[config.mk]
export PLATFORM = sky130hd
export DESIGN_NAME = calc_controller
export DESIGN_NICKNAME = d
export VERILOG_FILES = /design/src/rtl/calc_pkg.sv /design/src/rtl/calc_digit_accum.sv /design/src/rtl/calc_controller.sv
export SDC_FILE = /design/constraint.sdc
export NUM_CORES = 1
export LEC_CHECK = 0
export ABC_AREA = 1
export BUFFER_PORTS_ARGS = -buffer_cell sky130_fd_sc_hd__buf_2
export CORE_MARGIN = 5
export CORE_UTILIZATION = 34
export DETAILED_ROUTE_END_ITERATION = 7
export GPL_ROUTABILITY_DRIVEN = 0
export PLACE_DENSITY_LB_ADDON = 0.08
export SLEW_MARGIN = 25
export SYNTH_ARGS = -nofsm -noshare
export SYNTH_HDL_FRONTEND = slang
export SYNTH_SLANG_ARGS = --single-unit
[constraint.sdc]
create_clock -name clk -period 4.3 [get_ports clk]
set_input_delay 0.86 -clock clk [delete_from_list [all_inputs] [get_ports clk]]
set_output_delay 0.86 -clock clk [all_outputs]
set_load 0.02 [all_outputs]
[src/rtl/calc_pkg.sv]
// Shared types for the calculator controller: operator codes, FSM states, default width.
package calc_pkg;

    localparam int CALC_WIDTH = 16;

    typedef enum logic [2:0] {
        OP_NONE = 3'b000,
        OP_NEG  = 3'b001,
        OP_ADD  = 3'b010,
        OP_SUB  = 3'b011,
        OP_MUL  = 3'b100
    } op_e;

    typedef enum logic [2:0] {
        ENTER_A = 3'd0,
        ENTER_B = 3'd1,
        EXEC    = 3'd2,
        SHOW    = 3'd3,
        ERROR   = 3'd4
    } state_e;

    // Binary operators that need a second operand.
    function automatic logic is_arith(input logic [2:0] code);
        return (code == OP_ADD) || (code == OP_SUB) || (code == OP_MUL);
    endfunction

endpackage

[src/rtl/calc_digit_accum.sv]
// Sign/magnitude operand register: mag*10+digit with MAX_MAG clamp, sign toggle, direct load.
// One-cycle update; an over-range digit is silently dropped, no backpressure.
module calc_digit_accum #(
    parameter int WIDTH   = 16,
    parameter int MAX_MAG = 32767
) (
    input  logic                    clk,
    input  logic                    nRST,
    input  logic                    clear,
    input  logic                    load,
    input  logic [WIDTH-1:0]        load_mag,
    input  logic                    load_sign,
    input  logic                    digit_vld,
    input  logic [3:0]              digit,
    input  logic                    neg,
    output logic signed [WIDTH-1:0] value
);

    localparam int EW = WIDTH + 4;

    logic [WIDTH-1:0] mag;
    logic             sign;
    logic [EW-1:0]    grown;

    // Four spare bits keep mag*10+9 from wrapping before the range check.
    assign grown = {4'd0, mag} * EW'(10) + EW'(digit);
    assign value = sign ? -mag : mag;

    always_ff @(posedge clk or negedge nRST) begin
        if (!nRST) begin
            mag  <= '0;
            sign <= 1'b0;
        end else if (clear) begin
            mag  <= '0;
            sign <= 1'b0;
        end else if (load) begin
            mag  <= load_mag;
            sign <= load_sign;
        end else begin
            if (digit_vld && (grown <= EW'(MAX_MAG)))
                mag <= grown[WIDTH-1:0];
            if (neg)
                sign <= ~sign;
        end
    end

endmodule

[src/rtl/calc_controller.sv]
// Keypad-driven calculator FSM with req/ack ALU handshake; CALC_CHAIN_EN lets an operator chain off a result.
// Keys acknowledged combinationally in the accepting cycle; keys are left pending while the ALU request is open.
module calc_controller
    import calc_pkg::*;
#(
    parameter int WIDTH   = CALC_WIDTH,
    parameter int MAX_MAG = 32767
) (
    input  logic                    clk,
    input  logic                    nRST,
    input  logic                    key_rdy,
    output logic                    key_rd,
    input  logic [3:0]              keypad_input,
    input  logic [2:0]              operator_input,
    input  logic                    equal_input,
    output logic                    alu_req,
    input  logic                    alu_ack,
    output logic signed [WIDTH-1:0] alu_a,
    output logic signed [WIDTH-1:0] alu_b,
    output logic [2:0]              alu_op,
    input  logic signed [WIDTH-1:0] alu_result,
    input  logic                    alu_ovf,
    output logic signed [WIDTH-1:0] display_value,
    output logic                    err
);

    localparam logic [2:0] ST_ENTER_A = ENTER_A;
    localparam logic [2:0] ST_ENTER_B = ENTER_B;
    localparam logic [2:0] ST_EXEC    = EXEC;
    localparam logic [2:0] ST_SHOW    = SHOW;
    localparam logic [2:0] ST_ERROR   = ERROR;

    logic [2:0]              state;
    logic [2:0]              op_q;
    logic signed [WIDTH-1:0] result_q;
    logic                    key_taken;
    logic                    live;

    logic accept;
    logic k_eq, k_neg, k_arith, k_digit;
    logic chain;

    logic [WIDTH-1:0]        res_bits;
    logic [WIDTH-1:0]        res_mag;
    logic signed [WIDTH-1:0] val_a, val_b;

    logic             clr_a, load_a, dig_a, neg_a, sign_a;
    logic [WIDTH-1:0] mag_a;
    logic             clr_b, dig_b, neg_b;

    // live holds off key acceptance until the first clock after reset, so key_rd stays low in reset.
    assign accept = live && key_rdy && !key_taken && (state != ST_EXEC);
    assign key_rd = accept;

    always_comb begin
        k_eq    = accept && equal_input;
        k_neg   = accept && !equal_input && (operator_input == OP_NEG);
        k_arith = accept && !equal_input && is_arith(operator_input);
        k_digit = accept && !equal_input && (operator_input == OP_NONE) && (keypad_input <= 4'd9);
    end

`ifdef CALC_CHAIN_EN
    assign chain = (state == ST_SHOW) && k_arith;
`else
    assign chain = 1'b0;
`endif

    assign res_bits = result_q;
    assign res_mag  = res_bits[WIDTH-1] ? -res_bits : res_bits;

    always_comb begin
        clr_a  = (state == ST_ERROR) && k_eq;
        load_a = (state == ST_SHOW) && (k_digit || k_neg || chain);
        mag_a  = k_digit ? {{(WIDTH-4){1'b0}}, keypad_input} : res_mag;
        sign_a = k_neg ? ~res_bits[WIDTH-1] : (k_digit ? 1'b0 : res_bits[WIDTH-1]);
        dig_a  = (state == ST_ENTER_A) && k_digit;
        neg_a  = (state == ST_ENTER_A) && k_neg;
        clr_b  = ((state == ST_ENTER_A) && k_arith) || chain || clr_a;
        dig_b  = (state == ST_ENTER_B) && k_digit;
        neg_b  = (state == ST_ENTER_B) && k_neg;
    end

    calc_digit_accum #(.WIDTH(WIDTH), .MAX_MAG(MAX_MAG)) u_acc_a (
        .clk       (clk),
        .nRST      (nRST),
        .clear     (clr_a),
        .load      (load_a),
        .load_mag  (mag_a),
        .load_sign (sign_a),
        .digit_vld (dig_a),
        .digit     (keypad_input),
        .neg       (neg_a),
        .value     (val_a)
    );

    calc_digit_accum #(.WIDTH(WIDTH), .MAX_MAG(MAX_MAG)) u_acc_b (
        .clk       (clk),
        .nRST      (nRST),
        .clear     (clr_b),
        .load      (1'b0),
        .load_mag  ('0),
        .load_sign (1'b0),
        .digit_vld (dig_b),
        .digit     (keypad_input),
        .neg       (neg_b),
        .value     (val_b)
    );

    assign alu_req = (state == ST_EXEC);

    always_comb begin
        display_value = '0;
        case (state)
            ST_ENTER_A:         display_value = val_a;
            ST_ENTER_B, ST_EXEC: display_value = val_b;
            ST_SHOW:            display_value = result_q;
            default:            display_value = '0;
        endcase
    end

    always_ff @(posedge clk or negedge nRST) begin
        if (!nRST) begin
            state     <= ST_ENTER_A;
            op_q      <= OP_NONE;
            result_q  <= '0;
            key_taken <= 1'b0;
            live      <= 1'b0;
            alu_a     <= '0;
            alu_b     <= '0;
            alu_op    <= OP_NONE;
            err       <= 1'b0;
        end else begin
            live <= 1'b1;
            if (!key_rdy)
                key_taken <= 1'b0;
            else if (accept)
                key_taken <= 1'b1;

            case (state)
                ST_ENTER_A: begin
                    if (k_arith) begin
                        op_q  <= operator_input;
                        state <= ST_ENTER_B;
                    end
                end
                ST_ENTER_B: begin
                    if (k_arith) begin
                        op_q <= operator_input;
                    end else if (k_eq) begin
                        alu_a  <= val_a;
                        alu_b  <= val_b;
                        alu_op <= op_q;
                        state  <= ST_EXEC;
                    end
                end
                ST_EXEC: begin
                    if (alu_ack) begin
                        result_q <= alu_result;
                        if (alu_ovf) begin
                            err   <= 1'b1;
                            state <= ST_ERROR;
                        end else begin
                            state <= ST_SHOW;
                        end
                    end
                end
                ST_SHOW: begin
                    if (k_digit || k_neg) begin
                        state <= ST_ENTER_A;
                    end else if (chain) begin
                        op_q  <= operator_input;
                        state <= ST_ENTER_B;
                    end
                end
                ST_ERROR: begin
                    if (k_eq) begin
                        err      <= 1'b0;
                        op_q     <= OP_NONE;
                        result_q <= '0;
                        state    <= ST_ENTER_A;
                    end
                end
                default: state <= ST_ENTER_A;
            endcase
        end
    end

endmodule
== Yosys cells after proc, flatten, opt, wreduce, memory -nomap -nowiden ==
Index checks and enable logic that the tools add are counted.
Storage, ports and cells
  register bits after elaboration: 94
  latch bits: 0
  bits in writable memories: 0
  memory bits (read-only): 0
  bits of input ports: 29
  output and inout port bits: 54
  word-level logic and storage cells: 120
  memories kept: 0
Operators by class
  $add $sub $neg: 5
  multipliers: 2
  divide/modulo/power cells: 0
  order comparisons: 3
  equality and inequality tests: 18
  shift operators: 0
  mux-type cells: 36
  bitwise gates (word level): 4
  reduce and logical (&&, ||, !) cells: 39
Operator list (number)
  $mux 16: 11
  $neg 16->16: 3
  $pmux 16 s3: 1
  $add 20x4->20: 2
  $le 20x15->1 const B: 2
  $mul 16x3->19 const B: 2
  $pmux 16 s2: 1
  $mux 3: 8
  $logic_and 1x1->1: 18
  $pmux 3 s5: 1
  $eq 3x2->1 const B: 4
  $mux 1: 12
  $ne 2x1->1 const B: 5
  $reduce_and 3->1: 3
  $ne 2x2->1 const B: 4
  $reduce_bool 2->1: 4
  $eq 3x1->1 const B: 2
  $eq 3x3->1 const B: 2
  $logic_not 3->1: 2
  $pmux 3 s2: 1
  $reduce_and 6->1: 1
  $reduce_bool 3->1: 2
  $le 4x4->1 const B: 1
  $logic_or 1x1->1: 4
  other kinds (6): 11

== Depth between registers and ports, before layout ==
  depth in word-level cells: 11
  mapped depth: 23
  mapped depth without buffers: 22

== By module ==
A second synthesis with hierarchy kept.
Second synthesis, totals
  cells, all modules: 1383
  area total of the unflattened synthesis: 9186.3 um^2
Modules (own cells, without submodules)
  calc_controller: instances 1, cells each 414, area an instance 3228.1 um^2, sequential area each 1501.4 um^2
  calc_digit_accum at u_acc_a: instances 1, cells each 484, area an instance 3022.9 um^2, sequential area each 425.4 um^2
  calc_digit_accum at u_acc_b: instances 1, cells each 485, area an instance 2935.3 um^2, sequential area each 425.4 um^2

== Least setup slack after synthesis ==
OpenSTA, ideal clock, no wires.
  path type: reg-to-reg
  start: register u_acc_b.mag[1]
  end: register u_acc_b.mag[5]
  setup time: 0.118 ns
  arrival time: 3.062 ns
  setup slack: 1.120 ns
  cell stages (with the launch flop): 22
  buffers on the path: 1
  period minus slack after synthesis: 3.180 ns
  path through: dfrtp_1 ha_1 ha_1 fa_1 nand2_1 nor2_1 nand2_1 nand2_1 nand2_1 nor2_4 inv_1 nor2_1 nand2_1 nor2_2 nand2_1 nand2_1 nand3_1 nor2_4 nand2_4 buf_6 nand3_1 nand2_1
Between the ends
  longest elaborated chain between the ends: 5
Ends and longest elaborated chain
  from (decl): RTL line calc_digit_accum.sv:21  | logic [WIDTH-1:0] mag;
  from (signal assigned): RTL line calc_digit_accum.sv:37  | mag <= load_mag;
  from (signal assigned): RTL line calc_digit_accum.sv:41  | mag <= grown[WIDTH-1:0];
  $mul 16x3->19 *: RTL line calc_digit_accum.sv:26  | assign grown = {4'd0, mag} * EW'(10) + EW'(digit);
  $add 20x4->20 *: RTL line calc_digit_accum.sv:26
  $le 20x15->1: RTL line calc_digit_accum.sv:40  | if (digit_vld && (grown <= EW'(MAX_MAG)))
  $logic_and 1x1->1: RTL line calc_digit_accum.sv:40
  $reduce_bool 2->1 (no source line)
Every way passes the cells marked *; elsewhere a longest branch is shown, timed or not. The select of a mux whose other input is x is not followed.
A chain may end at the register's enable or synchronous reset.

== Final worst setup path ==
  start: register u_acc_b.mag[1]
  end: output display_value[14]
Between the ends
  longest elaborated chain between the ends: 3
Ends and longest elaborated chain
  $neg 16->16: RTL line calc_digit_accum.sv:27  | assign value = sign ? -mag : mag;
  $mux 16: RTL line calc_digit_accum.sv:27
  $pmux 16 s3: RTL line calc_controller.sv:113  | case (state)
  to (decl): RTL line calc_controller.sv:23  | output logic signed [WIDTH-1:0] display_value,
No other way between the ends.

==> metrics.md <==
| Metric | Value |
|---|---|
| Internal power | `0.002398 W` |
| H-Tree Depth | `3` |
| Hold WC Path Type | `input port to async pin` |
| Clock sinks | `94` |
| Worst Max-Slew Pin Slew | `934.2 ps` |
| Post-Synthesis Cells | `1,308` |
| Nets | `about 1,500` |
| Combinational Power Share | `between 50% and 60%` |
| Vias | `around 8,500` |
| Final Hold Viols | `0` |
| Port buffer count | `82` |
| Setup TNS | `0 ps` |
| Die Width | `168.7 um` |
| PwrDens | `slightly above 500 nW/um^2` |
| Global-route wire length before repair | `approximately 46,000 um` |
| Worst R2R Path Depth | `20` |
| Core ar. | `24,960 um^2` |
| Drt via density | `4.936` |
| Crit Path Class | `register to output port` |
| Clock Tree Root | `clkbuf_16` |
| Setup slack after placement | `approximately 620 ps` |
| Net switching power of the design | `0.002458 W` |
| Final number of setup-violating endpoints | `0` |
| Post-DP HPWL | `around 24,000 um` |
| Clock tree buffer depth | `2` |
| FFs w/ async S/R, synth | `100.0%` |
| Residual DRC | `0` |
| GRT Total Usage | `20.40%` |
| Syn Area/Cell | `6.549 um^2` |
| Period utilization | `89.76%` |
| PnR worst setup slack | `440.3 ps` |
| DRT Pass-1 Iters | `5` |
| Setup crit end kind | `output port` |
| Worst-Skew Late Latency | `approximately 360 ps` |
| Post-CTS Setup Inserts | `0` |
| Max cap viols | `0` |
| Sw Share | `just over 50%` |
| Total gr overflow | `0` |
| Syn Nets | `1,406` |
| Layout cells sized above 1 | `between 10% and 20%` |
| Slew Limit Fails | `0` |
| Worst R2R Start | `u_acc_b.mag[3]` |
| Starting density of the core | `34.31%` |
| CTS tree | `yes` |
| Routed Antenna Nets | `0` |
| Boundary pin count | `83` |
| Worst slew margin | `37.66%` |
| Crit path time final | `3860 ps` |
| Crit path DAT | `around 3000 ps` |
| Layout Utilization | `38.48%` |
| Share of power burned in registers | `roughly 28%` |
| EDFF count, synth | `0` |
| Largest net degree at the start of global routing | `52` |
| Synth Warn # | `0` |
| #FFs+latches synth | `94` |
| Worst Skew | `12.08 ps` |
| Seq/Total Area, Yosys | `27.46%` |
| Peak VDD IR | `0.3379 mV` |
| Vias in the first global route | `8,291` |
| Initial antenna violation count | `0` |
| Clk pwr share | `about 17%` |
| Die area | `28,470 um^2` |
| Fmax | `259.1 MHz` |
| Area Overhead vs Synth | `12.15%` |
| Number of gates resized after CTS | `0` |
| Clock Pin Slew Worst Setup and Hold Paths | `around 80 ps` |
| Worst Path Required | `3440 ps` |
| CTS Buf Count | `9` |
| R2R Path End | `u_acc_b.mag[3]` |
| Row cnt | `58` |
| Top_reg_cell synth | `dfrtp_1` |
| Chip Height | `approximately 170 um` |
| Crit Path Max Fanout | `6` |
| Critical Path Start Type | `register` |
| DRT iter0 DRCs | `590` |
| R2r setup slk | `a little over 600 ps` |
| Outcome | `finished, final reports clean` |
| Final WL | `29,060 um` |
| Mapped cell area | `8566 um^2` |
| Number of different library cells in the post-synthesis netlist | `49` |
| Lkg Pwr | `5.408 nW` |
| RSZ-0062 raised after global routing | `no` |
| Cts hold-fix bufs | `0` |
| ANT cells | `0` |
| DR WL/cell | `16.93 um` |
-- metrics by stage --
step	std cells	instance area, um^2	power, W	hold WS, ps
after global routing	1716	9607	0.005272	488.2
after global placement	1700	9308	0.004041	452.7
after floorplan	1308	8566	0.003144	448.7
final	1716	9607	0.004856	466.1
after CTS	1716	9607	0.004885	474.5
after detailed placement	1700	9308	0.004023	457.7
-- layout by cell type, fill, tap and decap left out, types with 4 or more instances in the layout --
master and count:
nand3b_1 4, ha_1 65, o221ai_1 9, buf_4 7, a31oi_1 4, buf_2 81, a21oi_1 30, inv_2 9
nor2_1 88, o21ai_0 76, nand3_1 135, a22oi_1 5, inv_1 170, clkbuf_16 9, xnor2_1 10, xor2_1 38
nand4_1 32, nor2_2 10, nor2_4 7, inv_6 4, fa_1 4, nor3_1 13, dfrtp_1 94, nand2_2 10
nand2_1 429
-- state kept, by name, summed over array words and instances, names as in the netlist --
| name | flops |
|---|---|
| state | 3 |
| op_q | 3 |
| alu_op | 3 |
| u_acc_a.sign | 1 |
| res_bits | 16 |
| alu_b | 16 |
| alu_a | 16 |
| u_acc_a.mag | 16 |
| key_taken | 1 |
| err | 1 |
| live | 1 |
| u_acc_b.mag | 16 |
| u_acc_b.sign | 1 |
-- how the worst max path moves through the flow --
stage	from	end	slack, ps	depth (start not counted)
6_report	u_acc_b.mag[1]	display_value[14]	440	13
5_1_grt	u_acc_b.mag[0]	display_value[14]	60	13
4_1_cts	u_acc_b.mag[1]	display_value[14]	390	13
3_5_place_dp	u_acc_b.mag[3]	u_acc_b.mag[8]	620	20
3_3_place_gp	u_acc_b.mag[3]	u_acc_b.mag[1]	620	17
2_1_floorplan	u_acc_b.mag[1]	u_acc_b.mag[5]	1120	21
-- critical path, cell delays in order (launching register included) --
cell and delay, ps:
dfrtp_1 480, inv_1 130, ha_1 170, inv_1 50
nor3_1 190, inv_1 70, nor3_1 170, nand2_1 100
o31ai_1 360, o21ai_0 190, xor2_1 240, nand2_1 170
o211ai_1 130, buf_2 200
-- synth_stat cells, types with 2 or more instances --
master | number | area share, %
nand2_2 | 10 | 0.73
nor2_4 | 7 | 0.92
or2_2 | 3 | 0.22
nand3b_1 | 4 | 0.35
nand3_2 | 2 | 0.23
o21ai_0 | 76 | 4.4
and2_1 | 2 | 0.15
mux2i_1 | 2 | 0.23
nand2_4 | 2 | 0.26
o221ai_1 | 9 | 0.92
a21oi_1 | 31 | 1.8
clkinv_1 | 3 | 0.13
nor3_1 | 13 | 0.76
o31ai_1 | 2 | 0.18
nor2_2 | 10 | 0.73
xnor2_1 | 10 | 1.0
buf_6 | 2 | 0.26
xor2_1 | 38 | 3.9
nand3_1 | 135 | 7.9
fa_1 | 4 | 0.93
nand4_1 | 32 | 2.3
clkbuf_1 | 17 | 0.74
buf_4 | 5 | 0.44
nand2_1 | 429 | 19
inv_2 | 9 | 0.39
ha_1 | 65 | 9.5
a22oi_1 | 5 | 0.44
o211ai_1 | 3 | 0.26
o32ai_1 | 3 | 0.31
dfrtp_1 | 94 | 27
inv_1 | 170 | 7.4
o22ai_1 | 2 | 0.15
o21ai_1 | 3 | 0.18
a31oi_1 | 4 | 0.29
nor2_1 | 88 | 3.9
-- routing by layer --
metal / wire length (um) / up-vias / GRT usage, %
li1: - / 4399 / -
met1: 15580 / 3890 / 31.75
met2: 12040 / 165 / 30.36
met3: 1059 / 16 / 2.149
met4: 380 / 0 / 4.375
met5: 0 / - / 0
-- power groups by stage --
stage / registers [W] / clock network (W) / logic, W
global placement: 0.00139 / 0 / 0.00265
finish: 0.00138 / 0.000823 / 0.00266
CTS: 0.00137 / 0.000847 / 0.00266
detailed placement: 0.00139 / 0 / 0.00264
floorplan: 0.00138 / 0 / 0.00176
global route: 0.00141 / 0.000876 / 0.00298
-- final cells by class --
type | count | area, um^2
multi-input combinational | 1006 | 5401
tap | 330 | 412.9
inverter | 182 | 683.2
sequential | 94 | 2352
fill | 2801 | 15360
clock inverter | 5 | 46.29
clock buffer | 11 | 252.7
timing repair buffer | 88 | 457.9
-- cells by family after synthesis --
family	after synthesis	synth area share, %
buffers and inverters	208	9.524
DFF	94	27.46
AOI/OAI and AO/OA	145	9.626
other	1	0.04378
and+or+nand+nor	740	37.58
adders and majority gates	69	10.43
muxes	2	0.2337
xor gates and xnor gates	49	5.098
Note: power is estimated with default switching activity, not from simulation.
